===== src/rtl/inc16.sv =====
// rtl/inc16.sv - registered WIDTH-bit incrementer with grouped carry lookahead
module inc16 #(
  parameter int WIDTH = 16
) (
  input  logic             clk,
  input  logic             rst_n,
  input  logic             en,
  input  logic [WIDTH-1:0] A,
  output logic [WIDTH-1:0] Sum,
  output logic             Cout,
  output logic             valid_out
);

  localparam int NG = WIDTH / 4;

  logic [WIDTH-1:0] c;
  logic [WIDTH-1:0] sum_comb;
  logic [NG-1:0]    gp;
  logic [NG:0]      gc;
  logic             cout_comb;

  // Carry chain for A+1.
  // Each 4-bit group skips its ripple when all its bits are one, by passing the carry straight to the next group.
  always_comb begin
    c        = '0;
    sum_comb = '0;
    gp       = '0;
    gc       = '0;
    gc[0]    = 1'b1;
    for (int g = 0; g < NG; g++) begin
      gp[g]     = &A[4*g +: 4];
      gc[g+1]   = gc[g] & gp[g];
      c[4*g]    = gc[g];
      for (int b = 0; b < 3; b++) begin
        c[4*g+b+1] = A[4*g+b] & c[4*g+b];
      end
    end
    for (int i = 0; i < WIDTH; i++) begin
      sum_comb[i] = A[i] ^ c[i];
    end
  end

  assign cout_comb = gc[NG];

  // Output register: capture on en, otherwise hold the result and drop valid.
  always_ff @(posedge clk or negedge rst_n) begin
    if (!rst_n) begin
      Sum       <= '0;
      Cout      <= 1'b0;
      valid_out <= 1'b0;
    end else if (en) begin
      Sum       <= sum_comb;
      Cout      <= cout_comb;
      valid_out <= 1'b1;
    end else begin
      valid_out <= 1'b0;
    end
  end

endmodule


===== config.mk =====
export PLATFORM = sky130hd
export DESIGN_NAME = inc16
export DESIGN_NICKNAME = d
export VERILOG_FILES = /design/src/rtl/inc16.sv
export SDC_FILE = /design/constraint.sdc
export NUM_CORES = 1
export LEC_CHECK = 0
export BUFFER_PORTS_ARGS = -buffer_cell sky130_fd_sc_hd__buf_2
export CAP_MARGIN = 5
export CORE_AREA = 8 8 47 68
export CTS_BUF_LIST = sky130_fd_sc_hd__clkbuf_4 sky130_fd_sc_hd__clkbuf_8 sky130_fd_sc_hd__clkbuf_16
export DETAILED_ROUTE_END_ITERATION = 16
export DIE_AREA = 0 0 55 76
export HOLD_SLACK_MARGIN = 0.1
export PLACE_DENSITY = 0.67
export SLEW_MARGIN = 20
export SYNTH_ARGS = -nofsm -noshare
export SYNTH_HDL_FRONTEND = slang
export SYNTH_SLANG_ARGS = --single-unit

===== constraint.sdc =====
create_clock -name clk -period 1.5 [get_ports clk]
set_input_delay 0.3 -clock clk [delete_from_list [all_inputs] [get_ports clk]]
set_output_delay 0.3 -clock clk [all_outputs]
set_load 0.01 [all_outputs]

==> flow_summary.ini, run 1 <==
[run_status]
status = complete, no violations

[final_layout]
stdcell_count = 136
design_area_mm2 = 0.00124
multi_input_area_um2 = 464
fillers = 224
num_antenna_cells = 0
post-route-util_pct = 53.8
area_growth_pct = 44.0
drive_gt1_share_pct = 62.5
nNetsFinal = 144
register_area_um2 = 450

[pwr]
p_switching_w = 0.000263
pwr-share-seq_pct = 54.9
intPower_w = 0.000746
pwr-share-clk_pct = 22.4
max-vdd-ir-drop_mv = 0.581
total_power_w = 0.00101
combPwrFrac_pct = 22.7
swShare_pct = 26.1
power_density_mw_per_mm2 = 811
power.leakage_nw = 0.618

[detailed_routing]
viasPerCell = 4.89
wl_per_cell_um = 14.1
drt_iter0_markers = 11
ant_nets = 0
first_pass_iters = 2
drt_wl_total_um = 1920
drc = 0
dr_total_vias = 665

[yosys]
netlist_area_um2 = 865
ys_types = 15
synth_warnings = 0
seq_area_frac_synth_pct = 52.1
syn-instance-count = 65
synthesis.nets = 95
postSynthAreaPerCell_um2 = 13.3
ys_ff_latch = 18

[clock_network]
cts-root-buf = clkbuf_4
clock_latency_ns = 0.28
clock-sinks = 18
cts_buffers = 3
clkTransAtPathRegs_ns = 0.09
cts_tree = done
cts_htree_levels = 1
postCtsSetupBuffers = 0
clockBufferDepth = 2

[floorplanning]
row_count = 22
io_pins = 37
die_h_um = 76
die_area_mm2 = 0.00418
coreArea_mm2 = 0.00231
start_util_pct = 37.4
die_w_um = 55

[placement]
io_buffers = 36
dp.cells = 132
gp_congestion = 0.714
dp_worst_setup_slack_ns = -0.305
hpwl_um = 1620
placedInstanceArea_mm2 = 0.00119

[timing]
finalHoldViolations = 0
setup_violations = 0
slew_violations = 0
worst_slew_pin_slew_ns = 0.391
finalClockSkew_ns = 0
fin_crit_sh_pct = 97.2
rsz0062_at_grt = no
layout_setup_ws_ns = 0.0425
fin_crit_ns = 1.46
max_slew_margin_pct = 73.9
fmax_mhz = 686

[critical_path]
path_cells = buf_6 > ha_4 > nand3_4 > nor3_4 > ha_2 > ha_4 > ha_4 > mux2_4
cp_max_fo = 3
worst_setup_path_end_kind = flip-flop
crit_path_max_incr_delay_ns = 0.25
r2r_slack_ns = 0.73
path_class = in -> reg
r2r_cells = 1
cpMostUsedCell = ha_4
start_kind = primary input
crit_path_start = A[1]
crit_required_ns = 1.67
critPathSlowestCell = mux2_4
critPathArrivalTime_ns = 1.63
r2r_end = Sum[14]$_DFFE_PN0P_
r2r-start = Sum[14]$_DFFE_PN0P_

[global_route]
track_usage_pct = 9.75
grt_max_degree = 19
grt_pass1_wl_um = 3120
overflow = 0
antenna_found_initial = 0
grt_pass1_vias = 715

[hold_path]
holdPathEnd = Sum[0]$_DFFE_PN0P_
min_path_cells = 2
worstHoldStart = A[0]
holdCritPathClass = in -> reg

[job]
cap_violations = 0
## how the worst max path moves through the flow
stage                                endpoint  slack (ns)  cells after the start
after floorplan           Sum[14]$_DFFE_PN0P_       -0.02                      7
after global placement    Sum[14]$_DFFE_PN0P_       -0.26                      8
after detailed placement  Sum[14]$_DFFE_PN0P_       -0.30                      8
after CTS                 Sum[14]$_DFFE_PN0P_        0.02                      8
after global routing      Sum[14]$_DFFE_PN0P_        0.01                      8
final                     Sum[14]$_DFFE_PN0P_        0.04                      8
## cell usage after synthesis
master	n	area, um2
mux2_2	11	124
and4_1	1	8.76
xnor2_1	4	35.0
nand3_2	1	10.0
nor2_1	5	18.8
inv_1	2	7.51
a21oi_1	4	20.0
nand2_1	1	3.75
nor3_2	1	10.0
a32o_2	1	11.3
nand4_1	2	12.5
o21ai_0	1	5.00
ha_1	11	138
dfrtp_1	18	450
buf_2	2	10.0
## layout make-up
class	instances	share of cell area (%)
sequential	18	36.2
multi-input combinational	43	37.3
clock buffer	3	1.81
tap	24	2.41
timing repair buffer	46	21.7
inverter	2	0.603
## per-stage QoR
step / hold slack (ns) / TNS, ns
floorplan: 0.00441 / -0.0210
global placement: 0.249 / -1.04
detailed placement: 0.252 / -1.30
CTS: 0.248 / 0
global route: 0.200 / 0
finish: 0.210 / 0
## critical path: cells and delay by family
family | cells | cell delay (ns)
adders and majority gates | 4 | 0.67
buffers and inverters | 1 | 0.07
muxes | 1 | 0.25
and+or+nand+nor | 2 | 0.31
## metal layers
metal / part of all wire [%] / up-vias / wire length, um / global-route usage, %
met3: 6.4 / 2 / 123 / 2.73
met4: 1.1 / 0 / 21 / 3.62
met5: 0 / - / 0 / 0
met2: 62 / 11 / 1180 / 18.5
met1: 31 / 326 / 592 / 8.73
li1: - / 326 / - / -
## state kept, by name (all words and copies together), names as in the netlist
register / count
Sum: 16
valid_out: 1
Cout: 1
## cells by family after synthesis
kind of cell	Yosys count	synth area share (%)
buffers and inverters	4	2.03
muxes	11	14.3
adders and majority gates	11	15.9
DFF	18	52.1
and+or+nand+nor	11	7.38
xor gates and xnor gates	4	4.05
AOI/OAI and AO/OA	6	4.20
## power groups by stage
stage / sequential [W] / combinational [W] / clock, W
floorplan: 0.000589 / 0.0000734 / 0
global placement: 0.000563 / 0.000220 / 0
detailed placement: 0.000565 / 0.000225 / 0
CTS: 0.000555 / 0.000229 / 0.000236
global route: 0.000562 / 0.000252 / 0.000262
finish: 0.000554 / 0.000229 / 0.000227
## placed cells by master (no fill, tap or decap), types with 2 or more instances in the layout
cell type,count
buf_2,34
ha_2,5
ha_1,3
inv_1,2
clkbuf_4,3
buf_6,2
nand4_1,2
xnor2_1,4
ha_4,3
mux2_2,10
dfrtp_1,18
a21oi_1,4
nor2_1,5
buf_4,9
## repair_timing
action	CTS	global route
hold buffers	1	0
gates resized for setup	1	3
endpoints found under the hold margin	18	0
pin swaps	0	4
endpoints found under the setup margin	1	1
(Power assumes the default switching activity.)
==> inputs of run 2 (changes only) <==
--- a/config.mk
+++ b/config.mk
@@ -5,14 +5,14 @@
 export SDC_FILE = /design/constraint.sdc
 export NUM_CORES = 1
 export LEC_CHECK = 0
+export ABC_AREA = 1
 export BUFFER_PORTS_ARGS = -buffer_cell sky130_fd_sc_hd__buf_2
 export CAP_MARGIN = 5
-export CORE_AREA = 8 8 47 68
+export CORE_AREA = 8 8 59 85
 export CTS_BUF_LIST = sky130_fd_sc_hd__clkbuf_4 sky130_fd_sc_hd__clkbuf_8 sky130_fd_sc_hd__clkbuf_16
 export DETAILED_ROUTE_END_ITERATION = 16
-export DIE_AREA = 0 0 55 76
+export DIE_AREA = 0 0 67 93
 export HOLD_SLACK_MARGIN = 0.1
-export PLACE_DENSITY = 0.67
 export SLEW_MARGIN = 20
 export SYNTH_ARGS = -nofsm -noshare
 export SYNTH_HDL_FRONTEND = slang
==> flow_summary.ini, run 2 <==
[pwr]
p_switching_w = 0.000296
pwr-share-clk_pct = 30.0
max-vdd-ir-drop_mv = 0.343
combPwrFrac_pct = 20.3
pwr-share-seq_pct = 49.7
swShare_pct = 26.8
power.leakage_nw = 0.706
intPower_w = 0.000808
power_density_mw_per_mm2 = 849

[global_route]
overflow = 0
track_usage_pct = 8.13
grt_max_degree = 23
antenna_found_initial = 0
grt_pass1_wl_um = 3850
grt_pass1_vias = 856

[placement]
placedInstanceArea_mm2 = 0.00123
dp.cells = 185
hpwl_um = 1900
gp_congestion = 0.757
dp_worst_setup_slack_ns = -0.246
io_buffers = 36

[critical_path]
critPathTopFamily = adder cells
crit_path_start = A[0]
start_kind = primary input
crit_required_ns = 1.62
r2r_end = Sum[11]$_DFFE_PN0P_
crit_path_max_incr_delay_ns = 0.20
r2r-start = Sum[11]$_DFFE_PN0P_
r2r_cells = 2
cpMostUsedCell = ha_4
cp_max_fo = 3
critPathArrivalTime_ns = 1.55
r2r_slack_ns = 0.87
critPathSlowestCell = ha_2
cp_num_buf_inv = 1
path_cells = buf_2 > ha_4 > nand2_2 > nor2_2 > and3_1 > ha_2 > ha_4 > ha_4 > xnor2_2 > o21ai_1
path_class = in -> reg
worst_setup_path_end_kind = flip-flop

[yosys]
async_reset_ff_share_pct = 100
synth.top_cells.by_count = 46 x nand2_1, 18 x dfrtp_1, 11 x ha_1
ys_types = 16
seq_area_frac_synth_pct = 49.7
synthFlopType = dfrtp_1
synthesis.nets = 127
postSynthAreaPerCell_um2 = 9.35
synth_edf_count = 0
yosys-top-cells-area = dfrtp_1 50%, nand2_1 19%, ha_1 15%, xnor2_1 3.9%, o21ai_2 2.9%
synth_top_area_share_pct = 49.7
ys_ff_latch = 18
syn-instance-count = 97
post-synth-top-area-cell = dfrtp_1
synth.most_common_cell = nand2_1
netlist_area_um2 = 907
synth_warnings = 0

[timing]
finalClockSkew_ns = 0
finalHoldViolations = 0
fin_hold_ws_ns = 0.312
fmax_mhz = 700
fin_crit_ns = 1.43
fin_crit_sh_pct = 95.2
layout_setup_ws_ns = 0.0721
setup_violations = 0
slew_violations = 0
worst_slew_pin_slew_ns = 0.418
max_slew_margin_pct = 72.2

[job]
cap_violations = 0

[detailed_routing]
first_pass_iters = 4
dr_total_vias = 778
viasPerCell = 4.12
drt_iter0_markers = 21
drc = 0
wl_per_cell_um = 12.4
drt_wl_total_um = 2350
ant_nets = 0

[clock_network]
clock-sinks = 18
cts_htree_levels = 1
postCtsSetupBuffers = 0
clock_latency_ns = 0.25
cts-root-buf = clkbuf_8
clockBufferDepth = 2
cts_tree = done
cts_buffers = 3
clkTransAtPathRegs_ns = 0.07

[floorplanning]
start_util_pct = 23.5
io_pins = 37
row_count = 28
die_area_mm2 = 0.00623
die_h_um = 93
coreArea_mm2 = 0.00385
die_w_um = 67

[hold_path]
holdPathEnd = valid_out$_DFF_PN0_
worstHoldStart = en
min_path_cells = 1
holdCritPathClass = in -> reg

[final_layout]
fillers = 435
nNetsFinal = 176
design_area_mm2 = 0.00130
top_regs = Sum x16, Cout x1, valid_out x1
num_antenna_cells = 0
largest_register = Sum
drive_gt1_share_pct = 42.4
largest_register_ffs = 16
post-route-util_pct = 33.7
final_cell_mix = 45 x nand2_1, 36 x buf_2, 18 x dfrtp_1, 10 x buf_4, 7 x ha_1
stdcell_count = 189
area_growth_pct = 43.3
layout_commonest_cell = nand2_1

[run_status]
status = complete, no violations
run 2: repair_timing:
item / CTS / global route
gates resized for setup: 0 / 2
hold buffers: 1 / 0
hold endpoints to repair: 18 / 0
setup endpoints to repair: 0 / 3
run 2: per-stage QoR:
stage / total power [W] / setup TNS [ns]
floorplan: 0.000659 / 0
global placement: 0.000779 / -1.13
detailed placement: 0.000785 / -1.11
CTS: 0.00112 / 0
global route: 0.00119 / -0.0207
finish: 0.00110 / 0
run 2: kinds of logic (layout without fill, tap and decap cells):
family | count (synthesis) | count (layout) | synth area share (%)
compound gates | 5 | 5 | 4.00
xor+xnor | 4 | 4 | 3.86
fa+ha+maj | 11 | 11 | 15.2
buf+inv | 5 | 52 | 3.72
flops | 18 | 18 | 49.7
simple gates | 54 | 54 | 23.6
run 2: worst max-delay path by stage:
stage,slack (ns),cells past startpoint,end
2_1_floorplan,0.007,9,Sum[15]$_DFFE_PN0P_
3_3_place_gp,-0.23,10,Sum[15]$_DFFE_PN0P_
3_5_place_dp,-0.25,10,Sum[15]$_DFFE_PN0P_
4_1_cts,0.006,10,Sum[15]$_DFFE_PN0P_
5_1_grt,-0.02,9,Sum[11]$_DFFE_PN0P_
6_report,0.07,10,Sum[15]$_DFFE_PN0P_
run 2: final cells by class:
| cell class | count | area [um2] | area share, % |
|---|---|---|---|
| Multi-Input combinational cell | 74 | 479 | 36.9 |
| Sequential cell | 18 | 450 | 34.6 |
| Timing Repair Buffer | 47 | 265 | 20.4 |
| Tap cell | 45 | 56.3 | 4.33 |
| Clock buffer | 3 | 41.3 | 3.18 |
| Inverter | 2 | 7.51 | 0.577 |
run 2: routing by layer:
| layer | track usage (%) | share of wire [%] |
|---|---|---|
| met2 | 14.7 | 55 |
| met4 | 4.73 | 2.0 |
| met5 | 0 | 0 |
| met1 | 7.35 | 34 |
| met3 | 2.99 | 8.6 |
run 2: power by group through the flow:
stage / Combinational (W) / Clock [W] / Sequential, W
final: 0.000224 / 0.000331 / 0.000549
after global routing: 0.000256 / 0.000375 / 0.000555
after detailed placement: 0.000227 / 0 / 0.000558
after CTS: 0.000230 / 0.000341 / 0.000549
after floorplan: 0.0000792 / 0 / 0.000580
after global placement: 0.000222 / 0 / 0.000557
run 2: worst reg2reg max path, cell delays in order (launching register included):
cell     delay, ns
dfrtp_1       0.37
nand2_1       0.06
o21ai_0       0.07
==> inputs of run 3 (changes only) <==
==> constraint.sdc (replaced) <==
create_clock -name clk -period 1.71 [get_ports clk]
set_input_delay 0.342 -clock clk [delete_from_list [all_inputs] [get_ports clk]]
set_output_delay 0.342 -clock clk [all_outputs]
set_load 0.01 [all_outputs]
==> flow_summary.ini, run 3 (synthesis gave the netlist of run 2 again) <==
[final_layout]
largest_register = Sum
num_antenna_cells = 0
drive_gt1_share_pct = 35.6
stdcell_count = 180
area_growth_pct = 30.5
nNetsFinal = 167
layout_commonest_cell = nand2_1
top_regs = Sum x16, Cout x1, valid_out x1
largest_register_ffs = 16
design_area_mm2 = 0.00118
final_cell_mix = 45 x nand2_1, 36 x buf_2, 18 x dfrtp_1, 9 x ha_1, 4 x xnor2_1

[timing]
rsz0062_at_grt = no
fin_crit_sh_pct = 92.6
max_slew_margin_pct = 72.2
finalClockSkew_ns = 0
fin_crit_ns = 1.58
fin_hold_ws_ns = 0.340
worst_slew_pin_slew_ns = 0.417
setup_violations = 0
slew_violations = 0
fmax_mhz = 632
finalHoldViolations = 0

[global_route]
antenna_found_initial = 0
grt_max_degree = 23
overflow = 0
track_usage_pct = 7.59
grt_pass1_vias = 817
grt_pass1_wl_um = 3650

[detailed_routing]
dr_total_vias = 737
first_pass_iters = 4
drt_wl_total_um = 2230
wl_per_cell_um = 12.4
drc = 0
viasPerCell = 4.09
drt_iter0_markers = 24
ant_nets = 0

[clock_network]
clkTransAtPathRegs_ns = 0.07
clock-sinks = 18
clock_latency_ns = 0.25
cts-root-buf = clkbuf_8
cts_htree_levels = 1
postCtsSetupBuffers = 0
cts_tree = done
clockBufferDepth = 2
cts_buffers = 3

[floorplanning]
die_h_um = 93
row_count = 28
io_pins = 37
die_area_mm2 = 0.00623
die_w_um = 67
coreArea_mm2 = 0.00385
start_util_pct = 23.5

[placement]
dp.cells = 176
gp_congestion = 0.727
io_buffers = 36
placedInstanceArea_mm2 = 0.00112
hpwl_um = 1830

[pwr]
power_density_mw_per_mm2 = 800
total_power_w = 0.000947
max-vdd-ir-drop_mv = 0.271
power.leakage_nw = 0.659

[critical_path]
crit_required_ns = 1.84
worst_setup_path_end_kind = flip-flop
cp_max_fo = 3
critPathArrivalTime_ns = 1.71
path_class = in -> reg
start_kind = primary input

[hold_path]
holdCritPathClass = in -> reg

[run_status]
status = complete, no violations

[job]
cap_violations = 0
## run 3: final timing paths
kind,slack (ns),startpoint,end,cells after the start
max,0.13,A[0],Sum[15]$_DFFE_PN0P_,10
min in group asynchronous,0.56,rst_n,Sum[15]$_DFFE_PN0P_,2
max reg2reg,1.08,Sum[11]$_DFFE_PN0P_,Sum[11]$_DFFE_PN0P_,2
min,0.34,en,valid_out$_DFF_PN0_,1
min reg2reg,0.47,Sum[5]$_DFFE_PN0P_,Sum[5]$_DFFE_PN0P_,2
max in group asynchronous,0.85,rst_n,Sum[2]$_DFFE_PN0P_,2
## run 3: worst max-delay path, cell delays in order
cell and delay (ns):
buf_2 0.11, ha_2 0.19, nand2_2 0.08, nor2_2 0.05, and3_1 0.18, ha_1 0.18
ha_1 0.18, ha_2 0.17, xnor2_1 0.15, o21ai_1 0.07
## run 3: area by class of cell
type / count / area (um2)
clock buffer: 3 / 41.3
fill: 436 / 2670
inverter: 2 / 7.51
multi-input combinational: 74 / 430
sequential: 18 / 450
tap: 45 / 56.3
timing repair buffer: 38 / 198
## run 3: power breakdown
group / switching, W / total (W) / internal [W]
Sequential: 0.0000169 / 0.000480 / 0.000463
Clock: 0.000136 / 0.000292 / 0.000156
Combinational: 0.000101 / 0.000174 / 0.0000738
## run 3: routing by layer
metal | GRT usage, % | vias up | wire [um]
li1 | - | 385 | -
met3 | 3.47 | 2 | 203
met4 | 3.68 | 0 | 19
met5 | 0 | - | 0
met1 | 7.53 | 333 | 835
met2 | 12.9 | 17 | 1170
## run 3: per-stage QoR
step / TNS, ns / setup slack, ns / utilization (%)
floorplan: 0 / 0.0423 / -
global placement: -0.546 / -0.153 / 29.2
detailed placement: -0.748 / -0.215 / 29.2
CTS: 0 / 0.0465 / 30.5
global route: 0 / 0.0201 / 30.7
finish: 0 / 0.127 / 30.7
## run 3: what timing repair did
item	CTS	global route
hold buffers	1	0
setup endpoints to repair	0	1
gates resized for setup	0	4
hold endpoints to repair	18	0
